==> config.mk <==
export PLATFORM = sky130hd
export DESIGN_NAME = uart_rx
export DESIGN_NICKNAME = d
export VERILOG_FILES = /design/src/rtl/uart_rx.sv
export SDC_FILE = /design/constraint.sdc
export NUM_CORES = 1
export LEC_CHECK = 0
export ABC_AREA = 1
export CAP_MARGIN = 15
export CORE_MARGIN = 1
export CORE_UTILIZATION = 51
export DETAILED_ROUTE_END_ITERATION = 6
export PLACE_DENSITY = 0.8
export SYNTH_ARGS = -nofsm -noshare
export SYNTH_HDL_FRONTEND = slang
export SYNTH_SLANG_ARGS = --single-unit
==> constraint.sdc <==
create_clock -name clock -period 1.59 [get_ports clock]
set_input_delay 0.2385 -clock clock [delete_from_list [all_inputs] [get_ports clock]]
set_output_delay 0.2385 -clock clock [all_outputs]
set_load 0.01 [all_outputs]
==> src/rtl/uart_rx.sv <==
// uart_rx: 8N1 serial receiver with mid-bit sampling and a valid/ready byte output.
// Flags framing errors on a low stop bit and overruns when a byte lands on a full holding register.
module uart_rx #(
  parameter int CLOCKS_PER_BIT = 20000
) (
  input  logic       clock,
  input  logic       reset,
  input  logic       ser_rx,
  output logic [7:0] o_data,
  output logic       o_valid,
  input  logic       i_ready,
  output logic       o_frame_err,
  output logic       o_overrun,
  output logic       o_busy
);
  localparam int CW = $clog2(CLOCKS_PER_BIT);
  localparam logic [CW-1:0] HALF_M1 = CW'(CLOCKS_PER_BIT / 2 - 1);
  localparam logic [CW-1:0] FULL_M1 = CW'(CLOCKS_PER_BIT - 1);
  localparam logic [2:0] IDLE = 3'd0, START = 3'd1, DATA = 3'd2, STOP = 3'd3, WAIT_HIGH = 3'd4;
  logic [1:0]    sync_q;
  logic          rx_s;
  logic [2:0]    state_q, state_d;
  logic [CW-1:0] cnt_q, cnt_d;
  logic [2:0]    idx_q, idx_d;
  logic [7:0]    sh_q, sh_d, data_q, data_d;
  logic          valid_q, valid_d, ferr_q, ferr_d, ovr_q, ovr_d;
  logic          tick, deliver, load;
  assign rx_s = sync_q[1];
  assign tick = cnt_q == '0;
  always_comb begin
    state_d = state_q;
    cnt_d   = tick ? '0 : cnt_q - 1'b1;
    idx_d   = idx_q;
    sh_d    = sh_q;
    deliver = 1'b0;
    ferr_d  = 1'b0;
    case (state_q)
      IDLE: if (!rx_s) begin
        state_d = START;
        cnt_d   = HALF_M1;
      end
      START: if (tick) begin
        state_d = rx_s ? IDLE : DATA;
        cnt_d   = FULL_M1;
        idx_d   = '0;
      end
      DATA: if (tick) begin
        sh_d    = {rx_s, sh_q[7:1]};
        idx_d   = idx_q + 1'b1;
        cnt_d   = FULL_M1;
        state_d = idx_q == 3'd7 ? STOP : DATA;
      end
      // Leaving at the mid-stop sample lets the next start edge resynchronise us.
      STOP: if (tick) begin
        state_d = rx_s ? IDLE : WAIT_HIGH;
        deliver = rx_s;
        ferr_d  = !rx_s;
      end
      WAIT_HIGH: state_d = rx_s ? IDLE : WAIT_HIGH;
      default: state_d = IDLE;
    endcase
    load    = deliver && (!valid_q || i_ready);
    ovr_d   = deliver && valid_q && !i_ready;
    valid_d = load || (valid_q && !i_ready);
    data_d  = load ? sh_q : data_q;
  end
  always_ff @(posedge clock or posedge reset) begin
    if (reset) begin
      sync_q  <= 2'b11;
      state_q <= IDLE;
      cnt_q   <= '0;
      idx_q   <= '0;
      sh_q    <= '0;
      data_q  <= '0;
      valid_q <= 1'b0;
      ferr_q  <= 1'b0;
      ovr_q   <= 1'b0;
    end else begin
      sync_q  <= {sync_q[0], ser_rx};
      state_q <= state_d;
      cnt_q   <= cnt_d;
      idx_q   <= idx_d;
      sh_q    <= sh_d;
      data_q  <= data_d;
      valid_q <= valid_d;
      ferr_q  <= ferr_d;
      ovr_q   <= ovr_d;
    end
  end
  assign o_data      = data_q;
  assign o_valid     = valid_q;
  assign o_frame_err = ferr_q;
  assign o_overrun   = ovr_q;
  assign o_busy      = state_q != IDLE;
endmodule
==> impl_results.md <==
* Vias in the first global route at 1602
* Multi-input gate area in the final layout at 1040 sq um
* I/O Buffers at 15
* Hpwl dp at 3048 microns
* DRC at 0
* Most common cell on crit path: inv_1
* Overall Global Routing Usage at 21.19%
* Net switching power at 0.4191 mW
* Sink Count at 42
* Power Density at 756.0 nW/um^2
* Sequential share of power at 54.4%
* Syn Inst Count at 270
* Worst r2r src: cnt_q[10]
* R2r setup slk at 0.10 ns
* Routed via count at 1799
* First DRT Iteration DRCs at 121
* Clk Latency, worst-skew pair at 0.30 ns
* I/O Pins at 16
* Root Buffer: clkbuf_8
* Comb pwr share at 3.9%
* Layout area overhead at 21.54%
* Slew @ Worst Pin at 0.4221 ns
* Sw Ratio at 20.94%
* Nets at 309
* Pins over their slew limit at 0
* Register area at 1054 sq um
* Status: complete, no violations
* Max-cap viol count at 0
* Total power at 2.001 mW
* Post-synth EDFFs at 0
* Mapped Area at 2178 sq um
* Num CTS Buffers at 5
* FF-to-FF path depth at 7
* DRT Pass-1 Iters at 4
* Largest net degree at the start of global routing at 43
* Final worst slack at 0.07021 ns
* Final Cycle Share at 95.58%
* CP arrival at 1.28 ns
* Placed instance area at 2436 sq um
* H-tree Lvls at 2
* Drt wl/cell at 12.56 microns
* Diodes inserted at 0
* Minimum clock period at 1.520 ns
* Largest area contributor in the netlist: dfrtp_1
* Critical Path RT at 1.35 ns
* Post-route design area at 2648 sq um
* Leading register cell type out of synthesis: dfrtp_1
* FILL cells at 321
* Yosys cell types at 29
* Row Count at 23
* Die Ht at 67.36 microns
* Fmax at 658.0 MHz
* Worst hold path class: input pin to asynchronous set/reset pin
* Crit path kind: flip-flop to output port
* Sequential cell area fraction in the yosys report at 48.36%
* Routed Wire Length at 4420 microns
* Core ar. at 4058 sq um
* Area contributors post-synth: dfrtp_1 46%, nand2_1 14%, inv_1 6.0%
* Cell Int Power at 1.582 mW
* Die area at 4537 sq um
* Final hold violation count at 0
* Initial Util at 53.68%
* Syn Nets at 278
* Final setup fails at 0
* Die W at 67.36 microns
* Largest stage delay, worst path at 0.39 ns
* CTS clk-pin slew, worst paths at 0.08 ns
* Crit-path slowest cell: dfrtp_1
* Top-count cell post-synth: nand2_1
* Post-synthesis register bit count at 42
* CTS Buffer Depth at 2
* Clock power frac at 41.7%
* Leak at 1.361 nW
* Layout cells sized above 1 at 18.21%
* List of most frequent post-synthesis cells: 83 x nand2_1, 40 x dfrtp_1, 35 x inv_1
* Antenna violations before repair at 0
* Vias/cell at 5.111
* TritonCTS clock tree: built
* Synth warn at 0
* Post-cts hold buffer count at 0
* Synth top area share at 45.95%
* Slew margin rel. at 71.64%
* Reg-to-Reg End: o_data[7]
* Ys async rst share at 100.0%
* Worst-path cell chain: inv_1, nand2_2, nor2_4, inv_1, dlygate4sd2_1
* GRT overflow at 0
* Mapped Avg Cell Area at 8.068 sq um
* CP endpoint kind: output port
* CP startpoint kind: flip-flop
* Post-layout util at 65.25%
* Max IR drop VDD at 0.0005568 V
* Final ANT Viol Nets at 0
* Final clock skew at 0.002924 ns
* Routability cong. at 0.8781
* First-pass GRT wire length at 7044 microns
* Crit path max fanout at 4
* Placement Setup Slack at 0.001481 ns
## registers in the layout (all words and copies together), names as in the netlist
| signal | cells |
|---|---|
| cnt_q | 15 |
| o_data | 8 |
| sh_q | 8 |
| idx_q | 3 |
| state_q | 3 |
| sync_q | 2 |
| o_frame_err | 1 |
| o_overrun | 1 |
| o_valid | 1 |
## worst max path at each step
stage               cells past startpoint       start  slack [ns]         to
floorplan                               9    cnt_q[0]        0.18  cnt_q[11]
global placement                        9    cnt_q[0]        0.06  cnt_q[11]
detailed placement                      7    cnt_q[0]       0.001  o_data[1]
CTS                                     7    cnt_q[0]       -0.01  o_data[1]
global route                            5  state_q[0]      -0.003     o_busy
finish                                  5  state_q[0]        0.07     o_busy
## metrics by stage
step | setup TNS (ns) | hold WS (ns) | instances
finish | 0 | 0.2987 | 352
global route | -0.003408 | 0.3300 | 352
CTS | -0.009592 | 0.3083 | 348
detailed placement | 0 | 0.3510 | 339
global placement | 0 | 0.3462 | 339
floorplan | 0 | 0.2430 | 270
## critical path, delay by kind of cell (launching register included)
family        cells  cell delay [ns]
flops             1             0.39
buf+inv           3             0.39
simple gates      2             0.20
## layer usage
metal / share of wire, % / wire length (microns) / vias to the layer above / GRT usage (%)
li1: - / - / 904 / -
met1: 46 / 2032 / 851 / 28.11
met2: 48 / 2142 / 38 / 33.25
met3: 4.4 / 193 / 6 / 6.081
met4: 1.2 / 51 / 0 / 6.649
met5: 0 / 0 / - / 0
## layout by cell type (no fill, tap or decap)
cell             count
nor2_2               3
inv_2                8
a21oi_1              2
nand2_4              1
nor2_8               2
o21bai_1             8
o21ai_1              1
o21ai_0              6
dfstp_2              2
nor2_1              23
buf_12               1
nor3_2               1
inv_1               32
clkbuf_8             5
xnor2_1              3
o21ai_2              1
buf_4                8
dlygate4sd2_1        1
nand2_2              5
clkinv_2             2
bufinv_16            1
or2_2                2
nand3b_1             1
nand2_1             82
nor2_4               6
nand4_4              1
nor3_1               2
nand3_1             24
ha_1                 3
ha_4                 1
clkinv_1             1
xor2_1               3
nand3_2              3
nand4_2              1
nand4_1              1
dfrtp_1             40
clkdlybuf4s50_1     14
nand3_4              1
## power by group through the flow
stage	Clock [mW]	Combinational [mW]	Sequential, mW
floorplan	0	0.0313	1.11
detailed placement	0	0.0799	1.11
finish	0.834	0.0790	1.09
CTS	0.851	0.0808	1.09
global route	0.896	0.0889	1.09
global placement	0	0.0790	1.11
## timing repair
action                                  4_1_cts  5_1_grt
buffers inserted                              1        3
resized for setup                             3       13
endpoints found under the setup margin        2       29
pin swaps                                     1        5
gates cloned                                  0        1
## cell type report
cell class	instances	area share, %
well taps	50	2.363
repair buffers	24	8.648
inverters	41	5.813
clock inverters	3	1.512
multi-input cells	187	39.27
clock buffers	5	2.599
flip-flops and latches	42	39.79
## logic make-up after synthesis
| group | count (synthesis) | synth area share (%) |
|---|---|---|
| and+or+nand+nor | 158 | 34.41 |
| buffers and inverters | 42 | 7.295 |
| DFF | 42 | 48.36 |
| AOI/OAI and AO/OA | 18 | 5.227 |
| xor gates and xnor gates | 6 | 2.413 |
| adders and majority gates | 4 | 2.298 |
Note: power is estimated with default switching activity, not from simulation.
==> RTL change 1 (config.mk and constraints unchanged) <==
Put one more register stage on the output `o_frame_err`, without a reset. The value now appears one clock later. The other outputs are not delayed to match.
--- a/src/rtl/uart_rx.sv
+++ b/src/rtl/uart_rx.sv
@@ -90,5 +90,7 @@
   assign o_data      = data_q;
   assign o_valid     = valid_q;
-  assign o_frame_err = ferr_q;
+  always_ff @(posedge clock) begin
+    o_frame_err <= ferr_q;
+  end
   assign o_overrun   = ovr_q;
   assign o_busy      = state_q != IDLE;
Formal check against the unedited RTL: same outputs for any inputs over 10 cycles, from zero or initial values and one cycle with reset high; that may be too few to reach the edited logic, so the function may still have changed.
==> RTL change 1 against the unedited design <==
- sequential share of layout area rose by 1.2 points
- synthesized area grew 0.92%
- setup slack better by 0.0094 ns
- critical path type is now reg2reg
- wire length is 4.1% lower
- highest routed layer unchanged
- count of clock-buffer cells in the layout is 1 higher
- total power fell by 7.3%
- cell area decreased by 1.0%
- sequential cell count is 1 higher
==> RTL change 1: results (changes against the unedited design) <==
| Metric | Value |
|---|---|
| Status | `finished, final reports clean` |
| DR pass1 iterations | `4 (unchanged)` |
| Filler cell count in the final layout | `331 (+3.1%)` |
| Worst EP arrival | `1.70 ns (+0.42 ns)` |
| Global routing met1 resource utilization | `29.2% (+1.1 points)` |
| Number of cells produced by synthesis | `271 (+0.37%)` |
| Leading cell types by total area after synthesis | `sky130_fd_sc_hd__dfrtp_1, sky130_fd_sc_hd__nand2_1, sky130_fd_sc_hd__inv_1, sky130_fd_sc_hd__nand3_1, sky130_fd_sc_hd__nor2_1` |
| Worst setup slack after placement | `0.0478 ns (+0.0463 ns)` |
| Static Leakage | `0.00136 uW (-0.15%)` |
| Number of unique standard cell types used by synthesis | `30 (+3.4%)` |
| Worst slew slack as a fraction of its limit | `80.2% (+8.5 points)` |
| DP HPWL | `2910 um (-4.7%)` |
| Max incr delay on CP | `0.36 ns (-0.03 ns)` |
| Total track usage | `20.7% (-0.49 points)` |
| WL final | `4240 um (-4.1%)` |
| First-pass GRT wire length | `6890 um (-2.1%)` |
| Synthesized Nets | `279 (+0.36%)` |
| Layout Nets | `311 (+0.65%)` |
| Routability Congestion | `0.927 (+5.6%)` |
| Origin of the worst setup path | `cnt_q[0]` |
| Met3 track demand over resource in global routing | `4.05% (-2.0 points)` |
| Startpoint of the worst-slack reg-to-reg timing path | `cnt_q[0]` |
| Largest net degree at the start of global routing | `43 (unchanged)` |
| Largest fanout on the critical path | `5 (+1)` |
| Yosys warning total | `0 (unchanged)` |
| Vias in the first global route | `1,553 (-3.1%)` |
| Number of cells in the design after placement | `342 (+0.88%)` |
| F_max | `0.662 GHz (+0.62%)` |
| Share of async-settable or async-resettable flops after synthesis | `97.7% (-2.3 points)` |
| Synth Area in Adders | `2.28% (-0.021 points)` |
| Detail Route met3 WL | `171 um (-11%)` |
| Total via count after detailed routing | `1,776 (-1.3%)` |
| Family with the most delay on the worst path | `simple AND/OR/NAND/NOR gates` |
| Synth Area in Compound Gates | `5.18% (-0.048 points)` |
| GRT met2 Usage | `30.4% (-2.8 points)` |
| Part of the Yosys area used for sequential elements | `48.8% (+0.47 points)` |
| Final routed wire length divided by cell count | `12.0 um (-4.7%)` |
| Peak ir drop on the vdd network | `0.355 mV (-36%)` |
| Final worst clock skew | `0.00790 ns (+0.00497 ns)` |
| Met2 wire length | `1950 um (-9.0%)` |
| FF-to-FF setup slack | `0.08 ns (-0.02 ns)` |
| Share of final-layout standard cells stronger than drive strength 1 | `18.4% (+0.21 points)` |
| First DRT Iteration DRCs | `105 (-13%)` |
| Fraction of synthesized cell area in xor and xnor cells | `2.39% (-0.022 points)` |
| Met1 Routed Length | `2080 um (+2.2%)` |
[RTL change 1: cell count changes after synthesis, sizes merged]
| cell | unedited run | this run |
|---|---|---|
| dfxtp | 0 | 1 |
[RTL change 1: area by class of cell]
class / instances / area, um2 / area share [%]
inverter: 41 / 154 / 5.87
sequential: 43 / 1070 / 41.0
timing repair buffer: 26 / 240 / 9.17
clock buffer: 6 / 72.6 / 2.77
multi-input combinational: 186 / 1000 / 38.3
clock inverter: 2 / 12.5 / 0.478
tap: 50 / 62.6 / 2.39
[RTL change 1: worst register-to-register path: cells and delay by family (launching register included)]
kind          cells  cell delay, ns
simple gates      5            0.52
flops             1            0.36
buf+inv           3            0.33
fa+ha+maj         1            0.21
[RTL change 1: cell families after synthesis]
logic type	after synthesis
flip-flops	43
AO/OA/AOI/OAI	18
adder cells (fa/ha/maj)	4
XOR/XNOR	6
buffers and inverters	42
AND/OR/NAND/NOR	158
[RTL change 1: what timing repair did]
item / 4_1_cts / 5_1_grt
pin swaps: 0 / 5
setup endpoints to repair: 1 / 27
buffers inserted: 0 / 4
gates resized for setup: 4 / 11
[RTL change 1: worst paths after layout]
check | to | depth (start not counted)
setup reg to reg | cnt_q[10] | 9
hold reg to reg | o_frame_err | 0
min in group clock | o_frame_err | 0
setup / recovery | cnt_q[10] | 9
hold / removal | o_valid | 3
max in group asynchronous | sync_q[0] | 3
[RTL change 1: metrics by stage]
step	hold slack, ns	util (%)	power, uW	cell area, um2
finish	0.295	64.6	1860	2620
global route	0.338	64.6	1930	2620
CTS	0.307	63.1	1880	2560
floorplan	0.243	-	1170	2200
global placement	0.328	60.9	1210	2470
detailed placement	0.327	60.9	1220	2470
[RTL change 1: power by group]
part | switching [uW] | internal (uW)
Sequential | 7.29 | 1110
Combinational | 39.9 | 38.1
Clock | 357 | 307
Total | 404 | 1450
==> RTL change 2 (same flow settings) <==
Without the edit above. Change the parameter `CLOCKS_PER_BIT` from 20000 to 40000.
--- a/src/rtl/uart_rx.sv
+++ b/src/rtl/uart_rx.sv
@@ -2,5 +2,5 @@
 // Flags framing errors on a low stop bit and overruns when a byte lands on a full holding register.
 module uart_rx #(
-  parameter int CLOCKS_PER_BIT = 20000
+  parameter int CLOCKS_PER_BIT = 40000
 ) (
   input  logic       clock,
Function: no difference found for any inputs over 10 cycles, from zero or initial values and one cycle with reset high; that may be too few to reach the edited logic, so the function may still have changed.
==> RTL change 2 against the unedited design <==
- sequential cell count rose by 1
- cell area rose by 4.5%
- core utilization rose by 2.0 points
- global-route usage rose by 1.9 points
- setup slack got worse by 0.0074 ns
- die area rose by 3.5%
- via count rose by 5.9%
- wire length rose by 11%
- count of clock-buffer cells in the layout did not move
- synthesized area rose by 3.6%
- critical path type is now reg2reg
- critical endpoint is now sh_q[4]
Power is not compared: it rests on default switching activity, and its combinational part moved more than twofold at a synthesized area within 25%.
==> RTL change 2: results (changes against the unedited design) <==
| Metric | Value |
|---|---|
| Status | `finished, final reports clean` |
| Number of sinks driven by the clock tree | `43 (+2.4%)` |
| Worst-Margin Slew | `0.309 ns (-0.113 ns)` |
| Placement-stage cell area | `2520 um2 (+3.6%)` |
| Worst hold slack | `0.292 ns (-0.00722 ns)` |
| Max reg flops | `16 (+1)` |
| First-pass GRT wire length | `7780 um (+10%)` |
| Synthesized Nets | `296 (+6.5%)` |
| Vias in the first global route | `1,771 (+11%)` |
| Maximum clock insertion buffer count | `2 (unchanged)` |
| Core region area | `4120 um2 (+1.4%)` |
| Number of cells produced by synthesis | `288 (+6.7%)` |
| Detail Route met3 WL | `212 um (+9.8%)` |
| Clock network fraction of total power | `38.3%` |
| Buffers outside the clock class | `29 (+21%)` |
| Capture point of the worst path | `sh_q[4]` |
| DP HPWL | `3410 um (+12%)` |
| Worst reg2reg path depth | `9 (+2)` |
| Most numerous cell types in the synthesized netlist | `sky130_fd_sc_hd__nand2_1, sky130_fd_sc_hd__dfrtp_1, sky130_fd_sc_hd__nor2_1, sky130_fd_sc_hd__inv_1, sky130_fd_sc_hd__nand3_1` |
| Share of final-layout standard cells stronger than drive strength 1 | `24.7% (+6.5 points)` |
| Clock network area share | `3.39% (-0.72 points)` |
| Worst setup slack after placement | `0.0204 ns (+0.0189 ns)` |
| Post-CTS Resized | `4 (+1)` |
| Final instance count without filler cells | `374 (+6.3%)` |
| Multi-input combinational cell area | `1100 um2 (+5.8%)` |
| Largest fanout on the critical path | `5 (+1)` |
| Clk_lat worst skew | `0.30 ns (about the same)` |
| Layout Nets | `331 (+7.1%)` |
| Area used by sequential logic in the layout | `1080 um2 (+2.4%)` |
| Final non-clock buffer share | `10.2% (+1.6 points)` |
| Origin of the worst setup path | `cnt_q[4]` |
| Part of the Yosys area used for sequential elements | `47.8% (-0.58 points)` |
| Count of non-CTS inverters in the layout | `37 (-9.8%)` |
| FF-to-FF setup slack | `0.06 ns (-0.04 ns)` |
| First DRT Iteration DRCs | `144 (+19%)` |
| Met2 wire length | `2450 um (+15%)` |
| Total track usage | `23.0% (+1.9 points)` |
| Fraction of standard cell area that is sequential | `39.0% (-0.82 points)` |
| Total via count after detailed routing | `1,905 (+5.9%)` |
| Global routing met1 resource utilization | `29.9% (+1.8 points)` |
| Final routed wire length divided by cell count | `13.2 um (+4.8%)` |
| Final worst clock skew | `0.00798 ns (+0.00505 ns)` |
| Worst EP arrival | `1.73 ns (+0.45 ns)` |
| Family with the most delay on the worst path | `simple AND/OR/NAND/NOR gates` |
| Filler cell count in the final layout | `337 (+5.0%)` |
| Leading cell types by total area after synthesis | `sky130_fd_sc_hd__dfrtp_1, sky130_fd_sc_hd__nand2_1, sky130_fd_sc_hd__nor2_1, sky130_fd_sc_hd__nand3_1, sky130_fd_sc_hd__inv_1` |
| Met3 track demand over resource in global routing | `4.93% (-1.1 points)` |
| Number of unique standard cell types used by synthesis | `28 (-3.4%)` |
| Part of the cycle the worst path needs | `96.0% (+0.46 points)` |
## RTL change 2: cell types whose count changed in the layout (fill, tap and decap cells not counted), moves of 3 or more
cell,delta
sky130_fd_sc_hd__xnor2_1,-3
sky130_fd_sc_hd__nor2_1,+3
sky130_fd_sc_hd__nor2_2,+3
sky130_fd_sc_hd__nand2_2,+10
sky130_fd_sc_hd__nand2_1,+11
sky130_fd_sc_hd__inv_1,-12
sky130_fd_sc_hd__o21bai_1,-8
sky130_fd_sc_hd__nand3_1,-5
sky130_fd_sc_hd__clkinv_4,+4
sky130_fd_sc_hd__buf_4,+3
sky130_fd_sc_hd__inv_2,+6
sky130_fd_sc_hd__nand4_1,+8
## RTL change 2: logic make-up (layout without fill, tap and decap cells)
group                      after synthesis  count (layout)  share of synthesized area, %
adders and majority gates                4               4                          2.22
DFF                                     43              43                          47.8
buffers and inverters                   39              74                          7.15
xor gates and xnor gates                 2               2                         0.776
and+or+nand+nor                        187             188                          38.6
AOI/OAI and AO/OA                       13              13                          3.44
